$ cat src/rtl/ctrl_seq.sv
// ctrl_seq: multi-cycle control sequencer for the rysyCore datapath.
//
// Owns every sequencing decision of the core: load wait cycles for a
// configurable memory latency, the single bubble after a store, the flush
// slots after a taken branch or jump, and the external freeze request.
// The purely combinational decode (ALU op, immediates, compare op) stays
// in ctrl.
//
// Parameters:
//   LOAD_LAT     cycles from load address issue to valid read data (1..8)
//   FLUSH_SLOTS  NOPs injected after a taken redirect (0..4)
//
// Ports:
//   clk        core clock, rising edge
//   rst        asynchronous, active-low reset
//   opcode     opcode of the instruction currently in execute
//   b          branch compare result, 1 = taken
//   ext_stall  freeze request from the memory/debug side
//   pc_sel     00 = ALU target, 01 = PC+4, 10 = hold
//   mem_sel    0 = PC fetch address, 1 = ALU data address
//   inst_sel   00 = fetched word, 01 = NOP, 10 = held instruction
//   reg_wr_en  gate ANDed with ctrl.reg_wr
//   busy       high whenever the sequencer is not in RUN
//   stall_cnt  saturating count of busy/stalled cycles
//
// Build option:
//   CTRL_SEQ_PERF_EN  when defined, stall_cnt is a live saturating counter;
//                     otherwise it is tied to zero and no flops are built.

module ctrl_seq #(
    parameter int LOAD_LAT    = 1,
    parameter int FLUSH_SLOTS = 1
) (
    input  logic        clk,
    input  logic        rst,
    input  logic [6:0]  opcode,
    input  logic        b,
    input  logic        ext_stall,
    output logic [1:0]  pc_sel,
    output logic        mem_sel,
    output logic [1:0]  inst_sel,
    output logic        reg_wr_en,
    output logic        busy,
    output logic [15:0] stall_cnt
);

    localparam logic [6:0] OP_LOAD   = 7'b0000011;
    localparam logic [6:0] OP_STORE  = 7'b0100011;
    localparam logic [6:0] OP_BRANCH = 7'b1100011;
    localparam logic [6:0] OP_JAL    = 7'b1101111;
    localparam logic [6:0] OP_JALR   = 7'b1100111;

    localparam logic [1:0] PC_ALU  = 2'b00;
    localparam logic [1:0] PC_INC  = 2'b01;
    localparam logic [1:0] PC_HOLD = 2'b10;

    localparam logic [1:0] INST_FETCH = 2'b00;
    localparam logic [1:0] INST_NOP   = 2'b01;
    localparam logic [1:0] INST_HOLD  = 2'b10;

    localparam logic [2:0] LOAD_CNT  = 3'(LOAD_LAT - 1);
    localparam logic [2:0] FLUSH_CNT = 3'(FLUSH_SLOTS);

    typedef enum logic [1:0] {
        RUN,
        LD_WAIT,
        LD_WB,
        FLUSH
    } state_t;

    state_t     state, state_nxt;
    logic [2:0] cnt, cnt_nxt;

    // Decremented count, clamped so the shared counter can never wrap.
    logic [2:0] cnt_dec;
    assign cnt_dec = (cnt == 3'd0) ? 3'd0 : cnt - 3'd1;

    // State register and shared down counter.
    always_ff @(posedge clk or negedge rst) begin
        if (!rst) begin
            state <= RUN;
            cnt   <= 3'd0;
        end else begin
            state <= state_nxt;
            cnt   <= cnt_nxt;
        end
    end

    // Next-state and output decode. The stall override comes after the
    // per-state decode so it wins, but leaves mem_sel as the state chose it.
    // The reset override comes last so outputs react to rst without a clock.
    always_comb begin
        state_nxt = state;
        cnt_nxt   = cnt;
        pc_sel    = PC_INC;
        mem_sel   = 1'b0;
        inst_sel  = INST_FETCH;
        reg_wr_en = 1'b1;

        case (state)
            RUN: begin
                case (opcode)
                    OP_LOAD: begin
                        mem_sel   = 1'b1;
                        pc_sel    = PC_HOLD;
                        inst_sel  = INST_HOLD;
                        reg_wr_en = 1'b0;
                        cnt_nxt   = LOAD_CNT;
                        state_nxt = (LOAD_LAT == 1) ? LD_WB : LD_WAIT;
                    end
                    OP_STORE: begin
                        mem_sel   = 1'b1;
                        reg_wr_en = 1'b0;
                        cnt_nxt   = 3'd1;
                        state_nxt = FLUSH;
                    end
                    OP_JAL, OP_JALR: begin
                        pc_sel    = PC_ALU;
                        cnt_nxt   = FLUSH_CNT;
                        state_nxt = (FLUSH_SLOTS == 0) ? RUN : FLUSH;
                    end
                    OP_BRANCH: begin
                        if (b) begin
                            pc_sel    = PC_ALU;
                            cnt_nxt   = FLUSH_CNT;
                            state_nxt = (FLUSH_SLOTS == 0) ? RUN : FLUSH;
                        end
                    end
                    default: begin
                    end
                endcase
            end
            LD_WAIT: begin
                mem_sel   = 1'b1;
                pc_sel    = PC_HOLD;
                inst_sel  = INST_HOLD;
                reg_wr_en = 1'b0;
                cnt_nxt   = cnt_dec;
                if (cnt <= 3'd1) begin
                    state_nxt = LD_WB;
                end
            end
            LD_WB: begin
                inst_sel  = INST_HOLD;
                state_nxt = RUN;
            end
            FLUSH: begin
                inst_sel  = INST_NOP;
                reg_wr_en = 1'b0;
                cnt_nxt   = cnt_dec;
                if (cnt <= 3'd1) begin
                    state_nxt = RUN;
                end
            end
            default: begin
                state_nxt = RUN;
            end
        endcase

        if (ext_stall) begin
            state_nxt = state;
            cnt_nxt   = cnt;
            pc_sel    = PC_HOLD;
            inst_sel  = INST_HOLD;
            reg_wr_en = 1'b0;
        end

        if (!rst) begin
            pc_sel    = PC_HOLD;
            mem_sel   = 1'b0;
            inst_sel  = INST_NOP;
            reg_wr_en = 1'b0;
        end
    end

    assign busy = (state != RUN);

`ifdef CTRL_SEQ_PERF_EN
    // Performance counter: counts every busy or frozen cycle, sticks at
    // all-ones instead of wrapping, cleared only by reset.
    always_ff @(posedge clk or negedge rst) begin
        if (!rst) begin
            stall_cnt <= 16'h0000;
        end else if ((busy || ext_stall) && (stall_cnt != 16'hFFFF)) begin
            stall_cnt <= stall_cnt + 16'h0001;
        end
    end
`else
    assign stall_cnt = 16'h0000;
`endif

endmodule

$ cat config.mk
export PLATFORM = sky130hd
export DESIGN_NAME = ctrl_seq
export DESIGN_NICKNAME = d
export VERILOG_FILES = /design/src/rtl/ctrl_seq.sv
export SDC_FILE = /design/constraint.sdc
export NUM_CORES = 1
export LEC_CHECK = 0
export CAP_MARGIN = 20
export CELL_PAD_IN_SITES_DETAIL_PLACEMENT = 1
export CELL_PAD_IN_SITES_GLOBAL_PLACEMENT = 1
export CORE_ASPECT_RATIO = 0.8
export CORE_MARGIN = 3
export CORE_UTILIZATION = 28
export DETAILED_ROUTE_END_ITERATION = 10
export PLACE_DENSITY = 0.76
export SKIP_CTS_REPAIR_TIMING = 1
export SLEW_MARGIN = 10
export SYNTH_ARGS = -nofsm -noshare
export SYNTH_HDL_FRONTEND = slang
export SYNTH_SLANG_ARGS = --single-unit
export TNS_END_PERCENT = 20
$ cat constraint.sdc
create_clock -name clk -period 2.6 [get_ports clk]
set_input_delay 0.78 -clock clk [delete_from_list [all_inputs] [get_ports clk]]
set_output_delay 0.78 -clock clk [all_outputs]
set_load 0.005 [all_outputs]
Word-level counts from Yosys, hierarchy flattened
Index checks and enable logic that the tools add are counted.

Flip-flop bits (word level): 5. Input port bits: 11. Output and inout bits: 23. Logic and storage cells: 53.

Add/sub/neg operators: 1. $lt $le $gt $ge: 1. Equal/unequal tests: 12. Mux-type cells: 25. Bitwise gates (word level): 1. Reduce and logical (&&, ||, !) cells: 11.

Operators by type and width (count): $eq 7x7->1 const B (3); $pmux 2 s3 (3); $mux 2 (8); $pmux 3 s3 (1); $pmux 2 s4 (1); $reduce_or 2->1 (4); $eq 7x2->1 const B (1); $eq 7x6->1 const B (1); $mux 1 (6); $mux 3 (2); $pmux 3 s2 (1); $reduce_and 5->1 (1); $eq 2x2->1 const B (2); $ne 2x2->1 const B (2); $ne 4x2->1 const B (1); $pmux 1 s2 (2); $pmux 2 s2 (1); $reduce_and 4->1 (1); $reduce_bool 2->1 (2); $le 3x1->1 const B (1); $logic_not 3->1 (1); $ne 3x3->1 const B (1); $reduce_or 3->1 (1); $sub 3x1->3 const B (1); other kinds (3) (3).

Longest topological paths before layout
Gate-level depths: netlist of run 1.

Depth in word-level cells: 6. Gate-level depth with buffers: 6. Mapped depth without buffers: 6.

Worst setup path before layout of run 1
OpenSTA, ideal clock, no wires.

Path kind: input-to-output. From: input opcode[3]. To: output pc_sel[0]. Arrival: 1.556 ns. Required time: 1.820 ns. Path slack: 0.264 ns. Stages: 4. Path buffers: 0. Path through: or2_1 > nor3_2 > o221ai_1 > o211a_1.

Word-level cells in the longest chain between the ends: 6. Elaborated cells on any way between the ends: 9. Classes of those cells: eq/ne (4); mux (4); reduce/logical (1).

RTL lines: from (decl) (RTL line 36) `input logic [6:0] opcode,`; $eq 7x7->1 (RTL line 102) `case (opcode)`; $reduce_or 2->1; $pmux 2 s3 (*) (RTL line 102); $pmux 2 s2 (*) (RTL line 100) `case (state)`; $mux 2 (*) (RTL line 160) `if (ext_stall) begin`; $mux 2 (*) (RTL line 168) `if (!rst) begin`; to (decl) (RTL line 39) `output logic [1:0] pc_sel,`.

Mark *: on every way between the ends. The rest lies on a longest branch, timed or not.

Final worst setup path of run 1
From: input opcode[3]. To: output inst_sel[1].

Word-level cells in the longest chain between the ends: 5.

RTL lines: $eq 7x2->1 (RTL line 102); $mux 2 (RTL line 102); $pmux 2 s3 (RTL line 100); $mux 2 (RTL line 160); $mux 2 (RTL line 168); to (decl) (RTL line 41) `output logic [1:0] inst_sel,`.

No other way between the ends.

==> summary.md, run 1 <==
| Metric | Value |
|---|---|
| Critical path type | input port to output pin |
| Die area | 0.003272 sq mm |
| Clk_lat worst skew | 0.24 ns |
| CTS Sinks | 5 |
| DRT iter0 DRCs | 19 |
| Worst Reg-to-Reg Cells | 6 |
| Setup crit end kind | output pin |
| Area contributors post-synth | dfrtp_1, buf_4, ha_1, inv_1, o21ai_0 |
| Utilization after layout | 46.99% |
| Net Switching | 0.0002866 W |
| # nets final | 148 |
| Predominant post-synthesis flop cell | dfrtp_1 |
| Width of the die | 63.21 microns |
| Reg2Reg Capture Point | state[0]$_DFFE_PN0P_ |
| Post-synth ARST share | 100.0% |
| Cell count after synthesis | 90 |
| Row count | 15 |
| Drt wl/cell | 15.75 microns |
| Status | finished with violations |
| Mean Syn Cell Area | ~8 sq um |
| Failing checks | setup timing |
| Leading area contributor after synthesis | dfrtp_1 |
| Initial antenna violation count | 0 |
| GRT Overall Usage | 14.89% |
| Most frequent cells in the layout | buf_4, conb_1, inv_1 |
| Setup violators final | 3 |
| Vias per cell | between 4 and 5 |
| Most common cell after layout, fill and taps aside | buf_4 |
| Share of the synthesized area in the top cell type | 17.06% |
| Pins Over Slew Limit | 0 |
| Diode count | 0 |
| Seq/Total Area, Yosys | 17.06% |
| Worst reg-to-reg setup slack | 0.86 ns |
| Hold Vio Cnt, Final | 0 |
| Worst Slack Setup Final | -0.07388 ns |
| Fraction of layout instances using a drive strength above 1 | between 30% and 40% |
| F_max | 0.3740 GHz |
| Pint | 0.0003341 W |
| Number of synthesized flops with an enable pin | 0 |
| Sw frac | 46.18% |
| Crit path max fanout | 5 |
| Clock transition at the registers of the reported paths | about 0.04 ns |
| RD Place Congestion | approximately 0.85 |
| Core Region | 0.002308 sq mm |
| Synth Register Bits | 5 |
| Die Ht | around 52 microns |
| Vias in the first global route | between 800 and 900 |
| PortBufs | 17 |
| DRC viols | 0 |
| Filler cell count | 287 |
| Largest net degree at the start of global routing | 11 |
| CTS HTree Levels | 1 |
| Clock Path Buffers | 2 |
| Max_cap viols | 0 |
| Area post-placement | 0.001013 sq mm |
| RSZ-0062 raised after global routing | true |
| Distinct cells, synth | 36 |
| Gr ovfl total | 0 |
| Number of I/O pins | 34 |
| First-pass GRT wire length | 3.781 mm |
| Drt first pass iters | 4 |
| HP Class | input port to async pin |
| DRT antenna net count | 0 |
| Critical path required time | 1.82 ns |
| Detailed Route WL | approximately 2.6 mm |
| Startpoint Class | input port |
| Final instance area | 0.001085 sq mm |
| Root Buffer Master | clkbuf_4 |
| Starting density of the core | 31.76% |
| Peak VDD IR | 0.2176 mV |
| Post-DP HPWL | about 2 mm |
| Critical path arrival | roughly 1.9 ns |
| Clk pwr share | between 10% and 20% |
| Leakage power | 0.5835 nW |
| Power Dens Cells | around 570 mW/mm^2 |
| Post-Syn Area | 733.2 sq um |
| Comb pwr share | 64.1% |
| Synth warnings | 0 |
| CTS tree | built |
| Layout area overhead | 47.95% |
| Seq pwr share | 21.0% |
| Total power | 0.0006207 W |
| Cts bufs inserted | 3 |
| Fin crit period | ~2.7 ns |
| Final Cycle Share | 102.8% |
| Reg-to-Reg Start | state[0]$_DFFE_PN0P_ |
| Clk_skew | approximately 0.0008 ns |
| Routed vias | 797 |
worst max-delay path, cell delays in order:
cell,delay (ns)
buf_4,0.13
or2_4,0.24
nor3_4,0.28
nand3_1,0.12
a21boi_1,0.20
buf_2,0.15
final cells by class:
type	count	area, sq um	area share, %
Timing Repair Buffer	38	299.0	27.57
Sequential cell	5	125.1	11.53
Tap cell	34	42.54	3.922
Multi-Input combinational cell	73	550.5	50.75
Clock buffer	4	26.28	2.422
Inverter	10	41.29	3.806
cells by family after synthesis:
| family | synth area share, % |
|---|---|
| other | 0.5115 |
| buffers and inverters | 22.01 |
| adders and majority gates | 10.24 |
| DFF | 17.06 |
| and+or+nand+nor | 17.07 |
| muxes | 1.365 |
| AOI/OAI and AO/OA | 31.74 |
stage by stage:
step	cells	setup TNS, ns	setup WS [ns]	hold slack (ns)
after detailed placement	157	-3.852	-0.7779	0.5224
after CTS	161	-4.053	-0.7856	0.5332
after floorplan	105	0	0.2645	0.4710
final	164	-0.1451	-0.07388	0.4973
after global placement	157	-3.527	-0.7080	0.5012
after global routing	164	-0.5202	-0.1259	0.5082
sequential cells by signal (all words and copies together) (netlist names):
signal / count
state: 2
cnt: 3
worst max path at each step:
stage | start | end | slack [ns] | depth (start not counted)
finish | opcode[3] | inst_sel[1] | -0.07 | 6
global route | opcode[2] | pc_sel[0] | -0.13 | 7
CTS | opcode[3] | pc_sel[1] | -0.79 | 6
detailed placement | opcode[3] | pc_sel[1] | -0.78 | 6
global placement | opcode[1] | pc_sel[1] | -0.71 | 6
floorplan | opcode[3] | pc_sel[0] | 0.26 | 4
per-layer routing:
metal / GRT usage [%] / up-vias / wire length (microns) / share of wire, %
li1: - / 367 / - / -
met1: 17.10 / 395 / 1100 / 43
met2: 26.27 / 31 / 1319 / 51
met3: 4.752 / 4 / 126 / 4.9
met4: 5.376 / 0 / 37 / 1.4
met5: 0 / - / 0 / 0
power groups by stage:
stage | clock [W] | sequential, W | combinational [W]
2_1_floorplan | 0 | 0.000118 | 0.000231
3_5_place_dp | 0 | 0.000129 | 0.000387
3_3_place_gp | 0 | 0.000124 | 0.000365
6_report | 0.0000924 | 0.000130 | 0.000398
5_1_grt | 0.000103 | 0.000133 | 0.000439
4_1_cts | 0.0000976 | 0.000128 | 0.000390
cell usage after synthesis, types with 2 or more instances:
library cell / instances
dfrtp_1: 5
buf_4: 16
nand3_1: 2
inv_1: 10
ha_1: 6
o21ai_0: 6
nor2_1: 3
o211ai_1: 3
o31ai_2: 2
a211oi_1: 2
a21boi_1: 2
nand2_1: 4
a21oi_1: 4
nor3_1: 3
No activity file was read; power rests on OpenSTA's default activity.
==> run 2: changes to the inputs <==
--- a/config.mk
+++ b/config.mk
@@ -12,6 +12,8 @@
 export CORE_MARGIN = 3
 export CORE_UTILIZATION = 28
 export DETAILED_ROUTE_END_ITERATION = 10
+export GPL_ROUTABILITY_DRIVEN = 0
+export HOLD_SLACK_MARGIN = 0.05
 export PLACE_DENSITY = 0.76
 export SKIP_CTS_REPAIR_TIMING = 1
 export SLEW_MARGIN = 10
==> results of run 2 <==
No change in the layout: final DEF, timing and power equal those of run 1.
==> run 3: changes to the inputs <==
--- a/config.mk
+++ b/config.mk
@@ -14,7 +14,7 @@
 export DETAILED_ROUTE_END_ITERATION = 10
 export GPL_ROUTABILITY_DRIVEN = 0
 export HOLD_SLACK_MARGIN = 0.05
-export PLACE_DENSITY = 0.76
+export PLACE_DENSITY_LB_ADDON = 0.1
 export SKIP_CTS_REPAIR_TIMING = 1
 export SLEW_MARGIN = 10
 export SYNTH_ARGS = -nofsm -noshare
==> summary.md, run 3 (synthesized netlist as in run 1, its figures left out) <==
| Metric | Value |
|---|---|
| Drt first pass iters | 4 |
| Fraction of layout instances using a drive strength above 1 | 32.03% |
| Largest regs | cnt (3), state (2) |
| DRT antenna net count | 0 |
| Critical path arrival | 2.03 ns |
| Critical path required time | 1.82 ns |
| Total power | 0.0006252 W |
| Clk_lat worst skew | 0.25 ns |
| Net Switching | 0.0002784 W |
| DRC viols | 0 |
| Place WS | -0.7655 ns |
| Routed vias | 741 |
| Drt wl/cell | 13.82 microns |
| Vias per cell | about 4.6 |
| Setup violators final | 4 |
| Clk pwr share | 14.8% |
| Initial antenna violation count | 0 |
| Die Ht | 51.77 microns |
| Root Buffer Master | clkbuf_4 |
| Clk_skew | between 0.007 and 0.008 ns |
| CTS Sinks | 5 |
| Pins Over Slew Limit | 0 |
| Number of flip-flops in the largest register | 3 |
| Crit path max fanout | 2 |
| Fin crit period | 2.813 ns |
| Gr ovfl total | 0 |
| Status | finished with violations |
| Most common cell after layout, fill and taps aside | buf_4 |
| Power Dens Cells | 569.1 mW/mm^2 |
| Number of I/O pins | 34 |
| Clock Path Buffers | 2 |
| Setup crit end kind | output pin |
| Seq pwr share | 20.6% |
| Post-DP HPWL | 1.763 mm |
| Filler cell count | 282 |
| Die area | 0.003272 sq mm |
| RSZ-0062 raised after global routing | true |
| Max_cap viols | 0 |
| Detailed Route WL | ~2.2 mm |
| Diode count | 0 |
| Starting density of the core | 31.76% |
| Row count | 15 |
| HP Class | flip-flop to flip-flop |
| Hold Vio Cnt, Final | 0 |
| PortBufs | 17 |
| Critical path type | input port to output pin |
| Core Region | 0.002308 sq mm |
| Vias in the first global route | 710 |
| CTS HTree Levels | 1 |
| Final Cycle Share | 108.2% |
| Setup TNS | -0.3794 ns |
| Clock transition at the registers of the reported paths | 0.05 ns |
| Comb pwr share | 64.6% |
| Largest net degree at the start of global routing | 11 |
| Peak VDD IR | 0.3721 mV |
| # nets final | 146 |
| Cts bufs inserted | 3 |
| F_max | roughly 0.36 GHz |
| Worst Slack Setup Final | -0.2127 ns |
| Width of the die | 63.21 microns |
| Most frequent cells in the layout | buf_4, conb_1, inv_1, dlymetal6s2s_1, o21ai_0 |
| Biggest register | cnt |
| GRT Overall Usage | 13.21% |
| Layout area overhead | 49.83% |
| DRT iter0 DRCs | 12 |
| Leakage power | ~0.59 nW |
| CTS tree | built |
| First-pass GRT wire length | 3.387 mm |
| Failing checks | setup timing |
| Pint | roughly 0.00035 W |
| Sw frac | 44.53% |
| Startpoint Class | input port |
-- run 3: final cells by class --
type	instances	area [sq um]	share of cell area, %
Inverter	10	37.54	3.417
Sequential cell	5	126.4	11.50
Timing Repair Buffer	36	319.1	29.04
Clock buffer	4	26.28	2.392
Multi-Input combinational cell	73	546.8	49.77
Tap cell	34	42.54	3.872
-- run 3: worst paths after layout --
| kind | end | depth (start not counted) | slack (ns) | start |
|---|---|---|---|---|
| max in group asynchronous | state[0]$_DFFE_PN0P_ | 2 | 1.61 | rst |
| hold reg to reg | cnt[1]$_DFFE_PN0P_ | 1 | 0.52 | cnt[1]$_DFFE_PN0P_ |
| min in group asynchronous | cnt[2]$_DFFE_PN0P_ | 2 | 0.84 | rst |
| setup reg to reg | state[0]$_DFFE_PN0P_ | 7 | 0.86 | state[1]$_DFFE_PN0P_ |
| hold / removal | cnt[1]$_DFFE_PN0P_ | 1 | 0.52 | cnt[1]$_DFFE_PN0P_ |
| setup / recovery | pc_sel[0] | 6 | -0.21 | b |
-- run 3: metal layers --
metal	GRT usage, %	up-vias	wire [microns]
met5	0	-	0
met4	0	0	0
met3	4.320	0	135
met2	21.72	29	974
met1	18.02	350	1129
li1	-	362	-
-- run 3: critical path: stages --
cell             delay [ns]
clkdlybuf4s50_1        0.46
nand2b_1               0.11
a211oi_4               0.30
o221ai_2               0.12
o211a_1                0.12
dlymetal6s2s_1         0.15
-- run 3: per-stage QoR --
stage / cells / utilization, % / hold slack, ns / instance area [sq um]
6_report: 162 / 47.59 / 0.5166 / 1099
3_5_place_dp: 155 / 43.25 / 0.4996 / 998.5
5_1_grt: 162 / 47.59 / 0.5611 / 1099
3_3_place_gp: 155 / 43.25 / 0.5070 / 998.5
2_1_floorplan: 105 / - / 0.4710 / 789.5
4_1_cts: 159 / 44.39 / 0.5154 / 1025
-- run 3: power groups by stage --
stage                     logic (W)  registers, W  clock network (W)
after CTS                  0.000379      0.000126          0.0000959
after global routing       0.000445      0.000132           0.000103
final                      0.000404      0.000129          0.0000925
after detailed placement   0.000372      0.000128                  0
after floorplan            0.000231      0.000118                  0
after global placement     0.000367      0.000126                  0
